$ cat src/rtl/seq_shift_add_multiplier.sv
// rtl/seq_shift_add_multiplier.sv - sequential unsigned shift-add multiplier with start/done handshake
module seq_shift_add_multiplier #(
    parameter int Width     = 4,
    parameter int Out_Width = 2 * Width
) (
    input  logic                 clk,
    input  logic                 rst_n,
    input  logic                 start,
    input  logic [Width-1:0]     A,
    input  logic [Width-1:0]     B,
    output logic [Out_Width-1:0] P,
    output logic                 busy,
    output logic                 done
);

    localparam int CW = $clog2(Width) + 1;
    localparam logic [CW-1:0] LAST_CNT = CW'(Width - 1);

    typedef enum logic [1:0] {
        IDLE,
        CALC,
        DONE
    } state_t;

    state_t               r_state;
    state_t               w_state_nxt;
    logic [Out_Width-1:0] r_mcand;
    logic [Out_Width-1:0] w_mcand_nxt;
    logic [Out_Width-1:0] r_acc;
    logic [Out_Width-1:0] w_acc_nxt;
    logic [Out_Width-1:0] r_p;
    logic [Out_Width-1:0] w_p_nxt;
    logic [Out_Width-1:0] w_sum;
    logic [Width-1:0]     r_mplier;
    logic [Width-1:0]     w_mplier_nxt;
    logic [CW-1:0]        r_cnt;
    logic [CW-1:0]        w_cnt_nxt;
    logic                 r_busy;
    logic                 w_busy_nxt;
    logic                 r_done;
    logic                 w_done_nxt;

    // Out_Width add cannot overflow: (2^Width-1)^2 < 2^Out_Width.
    assign w_sum = r_mplier[0] ? (r_acc + r_mcand) : r_acc;

    always_comb begin
        w_state_nxt  = r_state;
        w_mcand_nxt  = r_mcand;
        w_mplier_nxt = r_mplier;
        w_acc_nxt    = r_acc;
        w_cnt_nxt    = r_cnt;
        w_p_nxt      = r_p;
        w_busy_nxt   = r_busy;
        w_done_nxt   = r_done;
        case (r_state)
            IDLE: begin
                if (start) begin
                    w_mcand_nxt  = {{(Out_Width - Width){1'b0}}, A};
                    w_mplier_nxt = B;
                    w_acc_nxt    = '0;
                    w_cnt_nxt    = '0;
                    w_busy_nxt   = 1'b1;
                    w_state_nxt  = CALC;
                end
            end
            CALC: begin
                w_acc_nxt    = w_sum;
                w_mcand_nxt  = r_mcand << 1;
                w_mplier_nxt = r_mplier >> 1;
                w_cnt_nxt    = r_cnt + 1'b1;
                if (r_cnt == LAST_CNT) begin
                    w_p_nxt     = w_sum;
                    w_busy_nxt  = 1'b0;
                    w_done_nxt  = 1'b1;
                    w_state_nxt = DONE;
                end
            end
            DONE: begin
                w_done_nxt  = 1'b0;
                w_state_nxt = IDLE;
            end
            default: begin
                w_busy_nxt  = 1'b0;
                w_done_nxt  = 1'b0;
                w_state_nxt = IDLE;
            end
        endcase
    end

    always_ff @(posedge clk) begin
        if (!rst_n) begin
            r_state  <= IDLE;
            r_mcand  <= '0;
            r_mplier <= '0;
            r_acc    <= '0;
            r_cnt    <= '0;
            r_p      <= '0;
            r_busy   <= 1'b0;
            r_done   <= 1'b0;
        end else begin
            r_state  <= w_state_nxt;
            r_mcand  <= w_mcand_nxt;
            r_mplier <= w_mplier_nxt;
            r_acc    <= w_acc_nxt;
            r_cnt    <= w_cnt_nxt;
            r_p      <= w_p_nxt;
            r_busy   <= w_busy_nxt;
            r_done   <= w_done_nxt;
        end
    end

    assign P    = r_p;
    assign busy = r_busy;
    assign done = r_done;

endmodule

$ cat config.mk
export PLATFORM = sky130hd
export DESIGN_NAME = seq_shift_add_multiplier
export DESIGN_NICKNAME = d
export VERILOG_FILES = /design/src/rtl/seq_shift_add_multiplier.sv
export SDC_FILE = /design/constraint.sdc
export NUM_CORES = 1
export LEC_CHECK = 0
export CAP_MARGIN = 20
export CORE_MARGIN = 3
export CORE_UTILIZATION = 30
export CTS_CLUSTER_SIZE = 12
export DETAILED_ROUTE_END_ITERATION = 8
export GPL_ROUTABILITY_DRIVEN = 0
export SYNTH_ARGS = -nofsm -noshare
export SYNTH_HDL_FRONTEND = slang
export SYNTH_SLANG_ARGS = --single-unit
$ cat constraint.sdc
create_clock -name clk -period 2.7 [get_ports clk]
set_input_delay 0.54 -clock clk [delete_from_list [all_inputs] [get_ports clk]]
set_output_delay 0.54 -clock clk [all_outputs]
set_load 0.03 [all_outputs]
==> results of run 1 <==
[cells by family (layout without fill, tap and decap cells)]
group           Yosys count  in the layout  synth area share (%)
mux                       5              5                  2.92
buf+inv                  18             37                  5.41
compound gates           54             54                  21.9
fa+ha+maj                10             10                  7.75
xor+xnor                  6              6                  3.07
simple gates             65             65                  18.1
flops                    35             35                  40.9
[path summary, 6_finish.rpt]
check,end,cells after the start
setup / recovery,P[6]$_SDFFE_PN0P_,7
hold / removal,done$_SDFFE_PN0P_,2
setup reg to reg,P[6]$_SDFFE_PN0P_,7
hold reg to reg,done$_SDFFE_PN0P_,2
[critical path: stages (launching register included)]
cell and delay [ns]:
dfxtp_1 0.34, ha_1 0.24, fa_1 0.41, a21oi_1 0.20, o21ai_1 0.10, a21oi_1 0.19, xor2_1 0.21, a311oi_1 0.11
[layout make-up]
type	count	area (µm²)	area share [%]
clock buffers	7	76.3	3.75
clock inverters	1	5.00	0.246
inverters	5	18.8	0.921
multi-input cells	140	918	45.1
flip-flops and latches	35	701	34.4
well taps	70	87.6	4.30
repair buffers	24	230	11.3
[state kept, by name (all words and copies together), names as in the netlist]
| register | flops |
|---|---|
| P | 8 |
| busy | 1 |
| done | 1 |
| r_acc | 8 |
| r_cnt | 3 |
| r_mcand | 8 |
| r_mplier | 4 |
| r_state | 2 |
[metrics by stage]
step | worst slack, ns | area (µm²)
finish | 0.744 | 2040
global route | 0.585 | 2040
CTS | 0.765 | 2040
detailed placement | 0.689 | 1960
global placement | 0.713 | 1960
floorplan | 0.955 | 1710
[where the power goes]
part           total, µW  switching (µW)  internal (µW)  leakage [µW]
logic                115            61.3           53.5      0.000436
clock network        364             183            181     0.0000422
registers            554            22.0            532      0.000285
[cell usage in the layout, fill, tap and decap left out, drive strengths merged, types with 2 or more instances in the layout]
| cell | instances |
|---|---|
| dfxtp | 35 |
| nor2 | 27 |
| clkdlybuf4s50 | 20 |
| a21oi | 16 |
| nand2 | 13 |
| o21ai | 13 |
| nand3 | 9 |
| ha | 9 |
| a22oi | 7 |
| clkbuf | 7 |
| inv | 5 |
| mux2i | 5 |
| nor2b | 5 |
| xor2 | 4 |
| a311oi | 4 |
| buf | 4 |
| a211oi | 4 |
| a32oi | 3 |
| nor3b | 3 |
| o221a | 3 |
| nand2b | 3 |
| xnor2 | 2 |
| nor3 | 2 |
[layer usage]
metal	vias to the layer above	wire length, µm	part of all wire [%]	global-route usage, %
met4	0	44	1.2	4.05
met3	5	158	4.4	3.51
met1	616	1950	54	17.4
met2	26	1480	41	17.5
met5	-	0	0	0
li1	720	-	-	-
==> qor.txt, run 1 <==
Outcome: completed
Row count: 26
Most frequent cell after synthesis: dfxtp_1
RSZ-0062 raised after global routing: no
Synth Flop Type: dfxtp_1
Crit path from: r_mcand[0]$_SDFFE_PN0P_
Slew Limit Fails: 0
Peak supply drop: 273 µV
Share of cells above drive strength 1: 8.96%
Reg2Reg Launch Point: r_mcand[0]$_SDFFE_PN0P_
Final TNS setup: 0 ns
Vias/cell: 4.85
Worst setup EP type: flip-flop
Antenna cells: 0
Worst Max-Slew Pin Slew: 0.696 ns
Asr flop ratio synth: 0%
ANT nets after route: 0
Static Leakage: 0.000763 µW
Drt total wl: 3630 µm
Yosys top cell by area: dfxtp_1
Hold WC Path Type: reg2reg
Root Buffer Master: clkbuf_8
Syn Area/Cell: 8.87 µm²
Placed cell count: 274
EDFF count, synth: 0
Crit share post-route: 72.4%
DIE HEIGHT: 81.5 µm
Final setup violation count: 0
Fmax: 0.511 GHz
Pre-antenna DRT Iters: 4
Finished Layout Cells: 282
DR iter-0 viols: 75
Clk Latency, worst-skew pair: 0.28 ns
Worst rel slew slack: 53.5%
Synth unique cells: 39
Hold-fix buffers, CTS: 0
Final hold viol count: 0
DR vias: 1,367
Pwr/cell area: 507 nW/µm²
H-tree levels: 2
Wire per inst: 12.9 µm
Fillcell total: 548
Sink Count: 35
CTS tree: built
Initial antenna violation count: 0
Post-CTS setup buffer count: 0
Die width: 81.5 µm
DRC Markers: 0
Final min period: 1.96 ns
Die area: 6650 µm²
Largest net degree at the start of global routing: 23
Overflow after GRT: 0
DPL Wire Length: 2550 µm
Dominant cells by area after synthesis: dfxtp_1 (41%), ha_1 (6.6%), nor2_1 (5.7%)
Max_cap viols: 0
Syn nets: 214
Clk_skew: 0.00656 ns
Reg2Reg Setup Slack: 0.74 ns
Commonest cells post-synth: dfxtp_1 (35), nor2_1 (26), a21oi_1 (15)
Post-synthesis sequential area ratio: 40.9%
Syn Inst Count: 193
GRT Resource Usage Total: 12.2%
Starting Density: 32.3%
Global-route wire length before repair: 6320 µm
Top cell type's share of synthesized area: 40.9%
PortBufs: 20
Hold Path Origin: done$_SDFFE_PN0P_
Nets: 232
Worst setup SP type: flip-flop
Flops & latches, synth: 35
Area grow syn2layout: 19.0%
Clk buf depth: 2
Cts bufs inserted: 5
CP arrival: 2.09 ns
WP data required: 2.83 ns
Vias in the first global route: 1,277
Cell area after synthesis: 1710 µm²
Resized cells post-CTS: 0
Worst Path Max Fanout: 3
Top Ports: 21
Ys Warns: 0
Final hold slack: 0.473 ns
Total power: 1030 µW
Clock transition at path regs: 0.07 ns
Fin util: 38.4%
Crit path kind: reg2reg
Core Region: 5300 µm²
Power figures use the tool's default switching activity.
==> run 2, diff against run 1 <==
==> constraint.sdc (replaced) <==
create_clock -name clk -period 1.6 [get_ports clk]
set_input_delay 0.32 -clock clk [delete_from_list [all_inputs] [get_ports clk]]
set_output_delay 0.32 -clock clk [all_outputs]
set_load 0.03 [all_outputs]
==> qor.txt, run 2 (synthesized netlist as in run 1, its figures left out) <==
Outcome: complete, but fails checks
Failing checks: setup timing
Placed instance area: 2100 µm² (+7.5%)
CP arrival: 1.87 ns (-0.22 ns)
Fmax: 0.591 GHz (+16%)
Root Buffer Master: clkbuf_8
Worst setup SP type: flip-flop
Worst rel slew slack: 73.6% (+20 points)
Initial antenna violation count: 0 (unchanged)
Vias/cell: 4.90 (+0.99%)
Placed cell count: 289 (+5.5%)
CP peak stage delay: 0.37 ns (-0.04 ns)
Clk buf depth: 2 (unchanged)
Worst setup EP type: flip-flop
Row count: 26 (unchanged)
Max_cap viols: 0 (unchanged)
Pre-antenna DRT Iters: 4 (unchanged)
Core Region: 5300 µm² (unchanged)
Die width: 81.5 µm (unchanged)
Top Ports: 21 (unchanged)
Hold-fix buffers, CTS: 0 (unchanged)
DR vias: 1,454 (+6.4%)
Crit path kind: reg2reg
Fillcell total: 543 (-0.91%)
DRC Markers: 0 (unchanged)
Worst setup margin: -0.0914 ns (-0.836 ns)
Pwr/cell area: 832 nW/µm² (+64%)
Sink Count: 35 (unchanged)
Peak supply drop: 300 µV (+9.9%)
CTS tree: built
Reg2Reg Setup Slack: -0.09 ns (-0.84 ns)
Final min period: 1.69 ns (-0.264 ns)
Clock transition at path regs: 0.07 ns (about the same)
Nets: 247 (+6.5%)
Clk Latency, worst-skew pair: 0.29 ns (about the same)
Drt total wl: 3810 µm (+4.9%)
PortBufs: 20 (unchanged)
Static Leakage: 0.000903 µW (+18%)
WP data required: 1.78 ns (-1.05 ns)
Starting Density: 32.3% (unchanged)
Most common cell after layout, fill and taps aside: dfxtp_1
Vias in the first global route: 1,402 (+9.8%)
Total power: 1880 µW (+82%)
Worst path slowest cell: fa_2
Final setup violation count: 5 (+5)
Hold WC Path Type: reg2reg
Share of cells above drive strength 1: 23.3% (+14 points)
DPL Wire Length: 2730 µm (+7.3%)
Cts bufs inserted: 5 (unchanged)
Crit share post-route: 106% (+33 points)
Finished Layout Cells: 297 (+5.3%)
Largest net degree at the start of global routing: 23 (unchanged)
RSZ-0062 raised after global routing: yes
H-tree levels: 2 (unchanged)
Critical Path, Cell by Cell: ha_4, fa_2, a21oi_2, o21bai_1, xor2_1, mux2i_1, a21oi_1
Worst Path Max Fanout: 2 (-1)
Area grow syn2layout: 32.1%
DR iter-0 viols: 51 (-32%)
Most frequent cells in the layout: dfxtp_1 (29), nor2_1 (25), buf_4 (18)
Wire per inst: 12.8 µm (-0.37%)
ANT nets after route: 0 (unchanged)
Finished Cell Area: 2260 µm² (+11%)
DIE HEIGHT: 81.5 µm (unchanged)
GRT Resource Usage Total: 12.9% (+0.69 points)
Die area: 6650 µm² (unchanged)
Antenna cells: 0 (unchanged)
Global-route wire length before repair: 6560 µm (+3.8%)
Worst Max-Slew Pin Slew: 0.396 ns (-0.300 ns)
Slew Limit Fails: 0 (unchanged)
Final hold viol count: 0 (unchanged)
Overflow after GRT: 0 (unchanged)
Clk_skew: 0.00431 ns (-0.00225 ns)
==> run 2: cell count changes in the layout (fill, tap and decap cells not counted), moves of 4 or more <==
cell	delta
buf_4	+14
clkdlybuf4s50_1	-10
dlygate4sd2_1	+10
dfxtp_1	-6
dfxtp_2	+5
ha_1	-4
==> run 2: worst max-delay path: cells and delay by family (launching register included) <==
family | cells | cell delay (ns)
adders and majority gates | 2 | 0.53
AOI/OAI and AO/OA | 3 | 0.36
DFF | 1 | 0.34
muxes | 1 | 0.21
xor gates and xnor gates | 1 | 0.14
==> run 2: worst paths after layout <==
check,startpoint,to,cells after the start
max,r_acc[0]$_SDFFE_PN0P_,P[4]$_SDFFE_PN0P_,7
min,done$_SDFFE_PN0P_,done$_SDFFE_PN0P_,2
max reg2reg,r_acc[0]$_SDFFE_PN0P_,P[4]$_SDFFE_PN0P_,7
min reg2reg,done$_SDFFE_PN0P_,done$_SDFFE_PN0P_,2
==> run 2: cell type report <==
type | instances | area [µm²] | area share (%)
Inverter | 5 | 18.8 | 0.830
Sequential cell | 35 | 711 | 31.4
Multi-Input combinational cell | 140 | 1000 | 44.3
Clock buffer | 8 | 100 | 4.43
Tap cell | 70 | 87.6 | 3.87
Timing Repair Buffer | 39 | 343 | 15.2
==> run 2: routing by layer <==
metal | share of wire (%) | GRT usage (%) | up-vias | routed length, µm
met5 | 0 | 0 | - | 0
met4 | 1.3 | 4.05 | 0 | 48
li1 | - | - | 750 | -
met2 | 44 | 19.7 | 25 | 1670
met3 | 4.6 | 4.82 | 7 | 175
met1 | 50 | 16.8 | 672 | 1920
==> run 2: stage by stage <==
| stage | setup slack [ns] | util [%] | TNS [ns] | hold WS [ns] |
|---|---|---|---|---|
| final | -0.0914 | 42.6 | -0.244 | 0.473 |
| after global routing | -0.170 | 42.6 | -0.932 | 0.507 |
| after CTS | -0.0787 | 42.2 | -0.281 | 0.481 |
| after detailed placement | -0.130 | 39.6 | -0.768 | 0.474 |
| after global placement | -0.0860 | 39.6 | -0.499 | 0.457 |
| after floorplan | -0.0146 | - | -0.0146 | 0.444 |
==> run 2: timing repair <==
item                                   in CTS  in global routing
gates cloned                                0                  0
pin swaps                                   6                 11
gates resized for setup                    19                 10
setup endpoints to repair                  19                 13
endpoints found under the hold margin       0                  0
setup buffers                               0                  0
==> run 2: power breakdown <==
group          switching [µW]  internal (µW)  leakage [µW]
logic                     125            117      0.000564
clock network             318            393     0.0000515
registers                28.2            900      0.000287
total                     471           1410      0.000903
==> run 3, diff against run 2 <==
--- a/config.mk
+++ b/config.mk
@@ -11,6 +11,8 @@
 export CTS_CLUSTER_SIZE = 12
 export DETAILED_ROUTE_END_ITERATION = 8
 export GPL_ROUTABILITY_DRIVEN = 0
+export RECOVER_POWER = 100
+export SLEW_MARGIN = 0
 export SYNTH_ARGS = -nofsm -noshare
 export SYNTH_HDL_FRONTEND = slang
 export SYNTH_SLANG_ARGS = --single-unit
==> qor.txt, run 3 (synthesized netlist as in run 1, its figures left out) <==
CP endpoint: P[4]$_SDFFE_PN0P_
DIE HEIGHT: 81.5 µm (unchanged)
Sink Count: 35 (unchanged)
Worst setup EP type: flip-flop
GRT Resource Usage Total: 12.9% (unchanged)
Reg-to-Reg End: P[4]$_SDFFE_PN0P_
Vias/cell: 4.90 (about the same)
DR WL met3: 149 µm (-15%)
Clk buf depth: 2 (unchanged)
Starting Density: 32.3% (unchanged)
Reg2reg path depth: 7 (unchanged)
Final TNS setup: -0.225 ns (+0.0189 ns)
Worst path slowest cell: fa_2
Worst Max-Slew Pin Slew: 0.638 ns (+0.242 ns)
Multi-input logic area: 993 µm² (-0.75%)
Worst rel slew slack: 57.4% (-16 points)
Delay-heaviest family, CP: adder cells
Overflow after GRT: 0 (unchanged)
Fillcell total: 550 (+1.3%)
Reg2Reg Launch Point: r_acc[0]$_SDFFE_PN0P_
FF+latch area: 711 µm² (unchanged)
Global-route wire length before repair: 6560 µm (unchanged)
Post-CTS setup buffer count: 0 (unchanged)
Die width: 81.5 µm (unchanged)
Total power: 1870 µW (-0.43%)
Final hold viol count: 0 (unchanged)
Worst setup margin: -0.0812 ns (+0.0103 ns)
H-tree levels: 2 (unchanged)
Most common cell after layout, fill and taps aside: dfxtp_1
Number of cells on the critical path: 7 (unchanged)
RSZ-0062 raised after global routing: yes
Largest net degree at the start of global routing: 23 (unchanged)
Peak supply drop: 299 µV (-0.31%)
Drt total wl: 3820 µm (+0.37%)
Crit share post-route: 105% (-0.64 points)
Initial antenna violation count: 0 (unchanged)
Antenna cells: 0 (unchanged)
Failing checks: setup timing
Crit path from: r_acc[0]$_SDFFE_PN0P_
DRC Markers: 0 (unchanged)
Hold-fix buffers, CTS: 0 (unchanged)
CTS tree: built
Core Region: 5300 µm² (unchanged)
Clk_skew: 0.00435 ns (+0.0000446 ns)
Outcome: complete, but fails checks
CP peak stage delay: 0.37 ns (about the same)
Metal1 wirelength: 1960 µm (+2.6%)
Finished Layout Cells: 297 (unchanged)
Wire per inst: 12.9 µm (+0.37%)
Critical Path, Cell by Cell: ha_4, fa_2, a21oi_2, o21bai_1, xor2_1, mux2i_1, a21oi_1
Root Buffer Master: clkbuf_8
Final setup violation count: 5 (unchanged)
Worst setup SP type: flip-flop
Reg2Reg Setup Slack: -0.08 ns (about the same)
ANT nets after route: 0 (unchanged)
Cts bufs inserted: 5 (unchanged)
DPL Wire Length: 2730 µm (unchanged)
CP arrival: 1.86 ns (about the same)
Share of cells above drive strength 1: 21.6% (-1.8 points)
Fmax: 0.595 GHz (+0.61%)
DR iter-0 viols: 42 (-18%)
Top Ports: 21 (unchanged)
Hold WC Path Type: reg2reg
Vias in the first global route: 1,402 (unchanged)
Max_cap viols: 0 (unchanged)
WP data required: 1.78 ns (about the same)
Clock transition at path regs: 0.07 ns (about the same)
Nets: 247 (unchanged)
Hold Path Stages: 2 (unchanged)
Clk Latency, worst-skew pair: 0.29 ns (about the same)
Crit path kind: reg2reg
Placed cell count: 289 (unchanged)
WP buf/inv: 0 (unchanged)
Worst Path Max Fanout: 2 (unchanged)
Slew Limit Fails: 0 (unchanged)
DR vias: 1,455 (+0.069%)
Die area: 6650 µm² (unchanged)
Static Leakage: 0.000888 µW (-1.7%)
Row count: 26 (unchanged)
Final min period: 1.68 ns (-0.0103 ns)
PortBufs: 20 (unchanged)
Pwr/cell area: 835 nW/µm² (+0.41%)
Top layer in use: met4
Met2 WL post-DR: 1660 µm (-0.54%)
Most frequent cells in the layout: dfxtp_1 (29), nor2_1 (25), buf_4 (15)
Pre-antenna DRT Iters: 4 (unchanged)
Area grow syn2layout: 31.0%
## run 3: cell types whose count changed in the layout (fill, tap and decap cells not counted), sizes merged
cell           before  now
clkdlybuf4s50      10    9
buf                19   16
dlygate4sd3         0    1
clkbuf              8   11
## run 3: per-layer routing
metal | track usage, % | vias up
li1 | - | 750
met1 | 16.8 | 677
met2 | 19.7 | 21
met3 | 4.82 | 7
met4 | 4.05 | 0
met5 | 0 | -
## run 3: timing repair
action                                  4_1_cts  5_1_grt
endpoints found under the setup margin       19       13
hold endpoints to repair                      0        0
resized for setup                            19       10
pin swaps                                     6       11
## run 3: through the flow
step | hold WS [ns] | cell area, µm² | setup slack, ns | utilization, %
floorplan | 0.444 | 1730 | -0.0146 | -
global placement | 0.457 | 2100 | -0.0860 | 39.6
detailed placement | 0.474 | 2100 | -0.130 | 39.6
CTS | 0.481 | 2240 | -0.0787 | 42.2
global route | 0.507 | 2240 | -0.170 | 42.3
finish | 0.473 | 2240 | -0.0812 | 42.3
## run 3: worst min-delay path, delay by kind of cell, from the launching register on
family	cells	cell delay, ns
AND/OR/NAND/NOR	1	0.06
flip-flops	1	0.31
AO/OA/AOI/OAI	1	0.06
## run 3: power breakdown
group          internal [µW]  total, µW  switching [µW]  leakage, µW
combinational            113        238             126     0.000549
sequential               900        927            27.8     0.000287
clock                    393        707             314    0.0000515
## run 3: cell type report
cell class              count  area share, %
repair buffers             39           14.8
flip-flops and latches     35           31.7
multi-input cells         140           44.3
well taps                  70           3.91
clock buffers               8           4.46
inverters                   5          0.837
## run 3: how the worst min path moves through the flow
stage                                startpoint                    end  slack [ns]
after CTS                     done$_SDFFE_PN0P_      done$_SDFFE_PN0P_        0.48
after global placement        done$_SDFFE_PN0P_      done$_SDFFE_PN0P_        0.46
after global routing      r_cnt[2]$_SDFFE_PN0P_  r_cnt[2]$_SDFFE_PN0P_        0.51
after detailed placement  r_cnt[0]$_SDFFE_PN0P_  r_cnt[0]$_SDFFE_PN0P_        0.47
after floorplan           r_cnt[0]$_SDFFE_PN0P_  r_cnt[0]$_SDFFE_PN0P_        0.44
final                         done$_SDFFE_PN0P_      done$_SDFFE_PN0P_        0.47
==> RTL edit 1, RTL diff (config.mk and constraints of run 2) <==
The parameter `Width` goes from 4 to 2.
--- a/src/rtl/seq_shift_add_multiplier.sv
+++ b/src/rtl/seq_shift_add_multiplier.sv
@@ -1,6 +1,6 @@
 // rtl/seq_shift_add_multiplier.sv - sequential unsigned shift-add multiplier with start/done handshake
 module seq_shift_add_multiplier #(
-    parameter int Width     = 4,
+    parameter int Width     = 2,
     parameter int Out_Width = 2 * Width
 ) (
     input  logic                 clk,
Ports: changed (resized A, B and P); port bits go from 21 to 13. The function was not compared with the original's and may differ.
==> RTL edit 1 against run 2 <==
Power down 40%. Wire length down 44%. Area after synthesis down 43%. Utilization down 0.52 points. Combinational power down 27%. Setup slack better by 0.13 ns. Maximum frequency up 8.1%. Highest routed layer is now met3. Critical endpoint is now P[3]$_SDFFE_PN0P_. Sequential cell count down 15. Design area down 43%.
==> RTL edit 1: results (changes against run 2) <==
- The flow ran to the end, and the final reports show no timing, DRC or antenna violations.
- The fraction of layout cells with a size suffix above 1 is 19.6% (-3.8 points).
- The routed length on met1 is 1000 um (-48%).
- The number of input and output port buffers inserted came to 12 (-40%).
- The number of fill cells in the layout is 309 (-43%).
- The worst supply voltage drop on vdd is 0.463 mV (+54%).
- The mean routed wirelength per cell is 11.7 um (-8.6%).
- The slew at the pin closest to its max-slew limit is 0.427 ns (+0.0303 ns).
- The unique cell type count in the Yosys netlist came to 34 (-13%).
- The iteration-0 DRC count of the detailed router was 15 (-71%).
- The layout multi-input combinational cell count is 83 (-41%).
- The peak fanout along the critical path is 4 (+2).
- The met3 wire length is 60 um (-66%).
- The total number of tap cells is 44 (-37%).
- The fraction of area in registers is 31.2% (-0.26 points).
- The footprint of the multi-input gates is 556 um2 (-44%).
- The total CTS buffers came to 3 (-2).
- After synthesis, the cell types taking the most area are sky130_fd_sc_hd__dfxtp_1 (41%), sky130_fd_sc_hd__nor2_1 (8.1%), sky130_fd_sc_hd__a21oi_1 (6.1%), sky130_fd_sc_hd__ha_1 (5.1%), sky130_fd_sc_hd__a22oi_1 (3.1%).
- The net count after synthesis came to 128 (-40%).
- The wire length of the first global-routing pass is 3530 um (-46%).
- The total routing usage reported by global routing is 10.9% (-2.0 points).
- The post-CTS clock slew at the launch and capture registers of the worst setup and hold paths came to 0.12 ns (+0.05 ns).
- The startpoint of the lowest-slack hold path is busy$_SDFFE_PN0P_.
- The number of non-clock buffers is 24 (-38%).
- The number of global-route vias before repair is 806 (-43%).
- The post-place instance area is 1200 um2 (-43%).
- The met2 global-route usage is 18.2% (-1.5 points).
- The number of vias per cell was 4.86 (-0.79%).
- The setup slack at placement was 0.0100 ns (+0.140 ns).
- The clock network area share came to 4.05% (-0.37 points).
- The worst hold path endpoint is busy$_SDFFE_PN0P_.
- The reg-to-reg critical path endpoint is P[3]$_SDFFE_PN0P_.
==> RTL edit 1: worst max-delay path: stages (launching register included) <==
cell	delay [ns]
sky130_fd_sc_hd__dfxtp_1	0.36
sky130_fd_sc_hd__ha_4	0.29
sky130_fd_sc_hd__nand3_1	0.11
sky130_fd_sc_hd__and4_4	0.21
sky130_fd_sc_hd__or3b_1	0.36
sky130_fd_sc_hd__a31oi_1	0.16
==> RTL edit 1: cell families (layout without fill, tap and decap cells) <==
family,count (synthesis),after routing,synth area share (%)
simple gates,41,41,20.7
fa+ha+maj,5,5,7.16
flops,20,20,40.9
xor+xnor,1,1,0.895
buf+inv,13,35,5.88
compound gates,34,34,22.4
mux,2,2,2.05
==> RTL edit 1: power by group <==
part | internal [mW] | switching (mW) | total, mW
clock | 0.253 | 0.157 | 0.410
sequential | 0.521 | 0.0270 | 0.548
combinational | 0.0852 | 0.0916 | 0.177
==> RTL edit 1: what timing repair did <==
item,in CTS,in global routing
pin swaps,1,2
hold buffers,0,0
setup buffers,0,1
gates resized for setup,10,5
endpoints found under the setup margin,9,4
==> RTL edit 1: how the worst max path moves through the flow <==
stage	slack, ns	endpoint	start	cells past startpoint
6_report	0.04	P[3]$_SDFFE_PN0P_	r_acc[2]$_SDFFE_PN0P_	5
5_1_grt	-0.04	r_acc[2]$_SDFFE_PN0P_	r_acc[1]$_SDFFE_PN0P_	6
4_1_cts	0.005	r_acc[2]$_SDFFE_PN0P_	r_acc[0]$_SDFFE_PN0P_	7
3_5_place_dp	0.01	r_acc[2]$_SDFFE_PN0P_	r_acc[0]$_SDFFE_PN0P_	7
3_3_place_gp	0.03	r_acc[2]$_SDFFE_PN0P_	r_mcand[0]$_SDFFE_PN0P_	7
2_1_floorplan	0.06	r_acc[2]$_SDFFE_PN0P_	r_mcand[0]$_SDFFE_PN0P_	7
==> RTL edit 2, RTL diff (flow settings as in run 2) <==
Made on the original files. Add an input register stage for `start`, `A` and `B`, with the module's reset; this delays them by one clock.
--- a/src/rtl/seq_shift_add_multiplier.sv
+++ b/src/rtl/seq_shift_add_multiplier.sv
@@ -21,6 +21,22 @@
         CALC,
         DONE
     } state_t;
+
+    logic start_q;
+    logic [Width-1:0] A_q;
+    logic [Width-1:0] B_q;
+
+    always_ff @(posedge clk) begin
+        if (!rst_n) begin
+            start_q <= '0;
+            A_q     <= '0;
+            B_q     <= '0;
+        end else begin
+            start_q <= start;
+            A_q     <= A;
+            B_q     <= B;
+        end
+    end
 
     state_t               r_state;
     state_t               w_state_nxt;
@@ -54,9 +70,9 @@
         w_done_nxt   = r_done;
         case (r_state)
             IDLE: begin
-                if (start) begin
-                    w_mcand_nxt  = {{(Out_Width - Width){1'b0}}, A};
-                    w_mplier_nxt = B;
+                if (start_q) begin
+                    w_mcand_nxt  = {{(Out_Width - Width){1'b0}}, A_q};
+                    w_mplier_nxt = B_q;
                     w_acc_nxt    = '0;
                     w_cnt_nxt    = '0;
                     w_busy_nxt   = 1'b1;
Formal check against the unedited RTL: not equivalent (Yosys sat finds a counterexample within 4 cycles, from zero or initial values and one cycle with rst_n low).
==> RTL edit 2 against run 2 <==
The flow still finishes with violations (setup timing). Sequential share of layout area rose by 2.9 points. Power rose by 19%. Wire length is 3.5% higher. Design area increased by 14%. Area after synthesis up 12%. Count of clock-buffer cells in the layout down 2. Global-route usage is 0.82 points lower. Setup slack improved by 0.018 ns. Utilization about the same. Maximum frequency rose by 1.1%. Sequential cell count grew 9. Final cell count up 12%. Via count grew 7.1%. Critical path type unchanged. Largest cell class unchanged.
==> RTL edit 2: results (changes against run 2) <==
- The flow ran to the end, but the final reports show violations.
- The checks that failed: setup timing.
- The total CTS buffers is 5 (unchanged).
- The relative slew slack is 67.0% (-6.6 points).
- The met2 global-route usage is 20.3% (+0.55 points).
- The worst clock skew is 0.0113 ns (+0.00704 ns).
- The final setup TNS came to -0.329 ns (-0.0846 ns).
- The global routing usage on met1 came to 14.9% (-1.9 points).
- The post-CTS clock slew at the launch and capture registers of the worst setup and hold paths is 0.09 ns (+0.02 ns).
- The starting utilization of the core area is 31.7% (-0.55 points).
- The total routing usage reported by global routing is 12.1% (-0.82 points).
- The half-perimeter wire length after detailed placement is 2850 um (+4.3%).
- The internal power of the cells is 1.72 mW (+22%).
- The iteration-0 DRC count of the detailed router was 94 (+84%).
- The met2 wire length is 1900 um (+14%).
- The fraction of the mapped netlist area in compound gates came to 18.7% (-3.1 points).
- The wire length of the first global-routing pass was 7090 um (+8.1%).
- The met3 wire length is 165 um (-5.7%).
- The fraction of layout cells with a size suffix above 1 is 21.4% (-1.9 points).
- The net count after synthesis is 237 (+11%).
- The unique cell type count in the Yosys netlist came to 37 (-5.1%).
- The post-CTS setup repair buffer count is 1 (+1).
- The sequential fraction of the synthesis area is 45.8% (+4.9 points).
- The adder-cell share of the synthesized area came to 6.90% (-0.85 points).
- The via count of the routed design came to 1557 (+7.1%).
- The top layer used by detailed routing is met4.
- The fraction of met3 tracks used by global routing is 3.46% (-1.4 points).
- The leakage power of the design was 1.02 nW (+13%).
- The maximum cell stage delay along the critical path is 0.35 ns (-0.02 ns).
- The post-cts repair resize count is 19 (unchanged).
- The routed wire length is 3940 um (+3.5%).
- Sorting the synthesized cells by area gives the leading types as sky130_fd_sc_hd__dfxtp_1 (46%), sky130_fd_sc_hd__ha_1 (5.9%), sky130_fd_sc_hd__nor2_1 (4.9%), sky130_fd_sc_hd__nand2_1 (4.5%), sky130_fd_sc_hd__and2_1 (3.9%).
- The footprint of the multi-input gates is 1060 um2 (+6.0%).
- The post-place instance area is 2380 um2 (+13%).
- The routed length on met1 is 1820 um (-5.0%).
- The share of power burned in registers is 51.8% (+2.5 points).
- The worst supply voltage drop on vdd came to 0.370 mV (+23%).
- The setup slack at placement is -0.150 ns (-0.0199 ns).
- The startpoint of the lowest-slack hold path is A_q[1]$_SDFF_PN0_.
- The hold slack is 0.459 ns (-0.0138 ns).
- The worst hold path endpoint is r_mcand[1]$_SDFFE_PN0P_.
- The multiplexer share of the synthesized area is 2.08% (-0.84 points).
- The net count of the finished layout is 277 (+12%).
- The worst path setup slack after routing is -0.0737 ns (+0.0177 ns).
- The final-report setup violation count is 6 (+1).
- The number of fill cells in the layout was 612 (+13%).
- The post-synthesis share of cell area spent on xor and xnor gates is 2.73% (-0.34 points).
- The worst endpoint data arrival time is 1.85 ns (-0.02 ns).
- Among cell families on the critical path, the largest total delay comes from adder cells.
- Ranked by instance count, the synthesized netlist is headed by sky130_fd_sc_hd__dfxtp_1 (44), sky130_fd_sc_hd__nor2_1 (25), sky130_fd_sc_hd__nand2_1 (23), sky130_fd_sc_hd__o21ai_0 (13), sky130_fd_sc_hd__and2_1 (12).
## RTL edit 2: cell count changes in the layout (fill, tap and decap cells not counted), sizes merged, moves of 3 or more
cell / run 2 / this run
and2: 1 / 13
nand2: 13 / 24
dfxtp: 35 / 44
buf: 19 / 26
a21oi: 16 / 11
a311oi: 4 / 7
nand3: 9 / 6
nor2b: 5 / 2
o221a: 3 / 0
## RTL edit 2: metrics by stage
stage,power [mW],instances
final,2.25,332
after global routing,2.36,332
after CTS,2.26,331
after detailed placement,1.42,322
after global placement,1.42,322
after floorplan,1.32,216
## RTL edit 2: cell type report
type,instances,share of cell area [%]
well taps,75,3.63
clock buffers,6,2.81
flip-flops and latches,44,34.4
clock inverters,2,1.36
multi-input cells,152,41.0
repair buffers,46,15.8
inverters,7,1.02
## RTL edit 2: worst min-delay path, delay by kind of cell (launching register included)
kind	cells	cell delay (ns)
compound gates	1	0.08
flops	1	0.30
simple gates	1	0.04
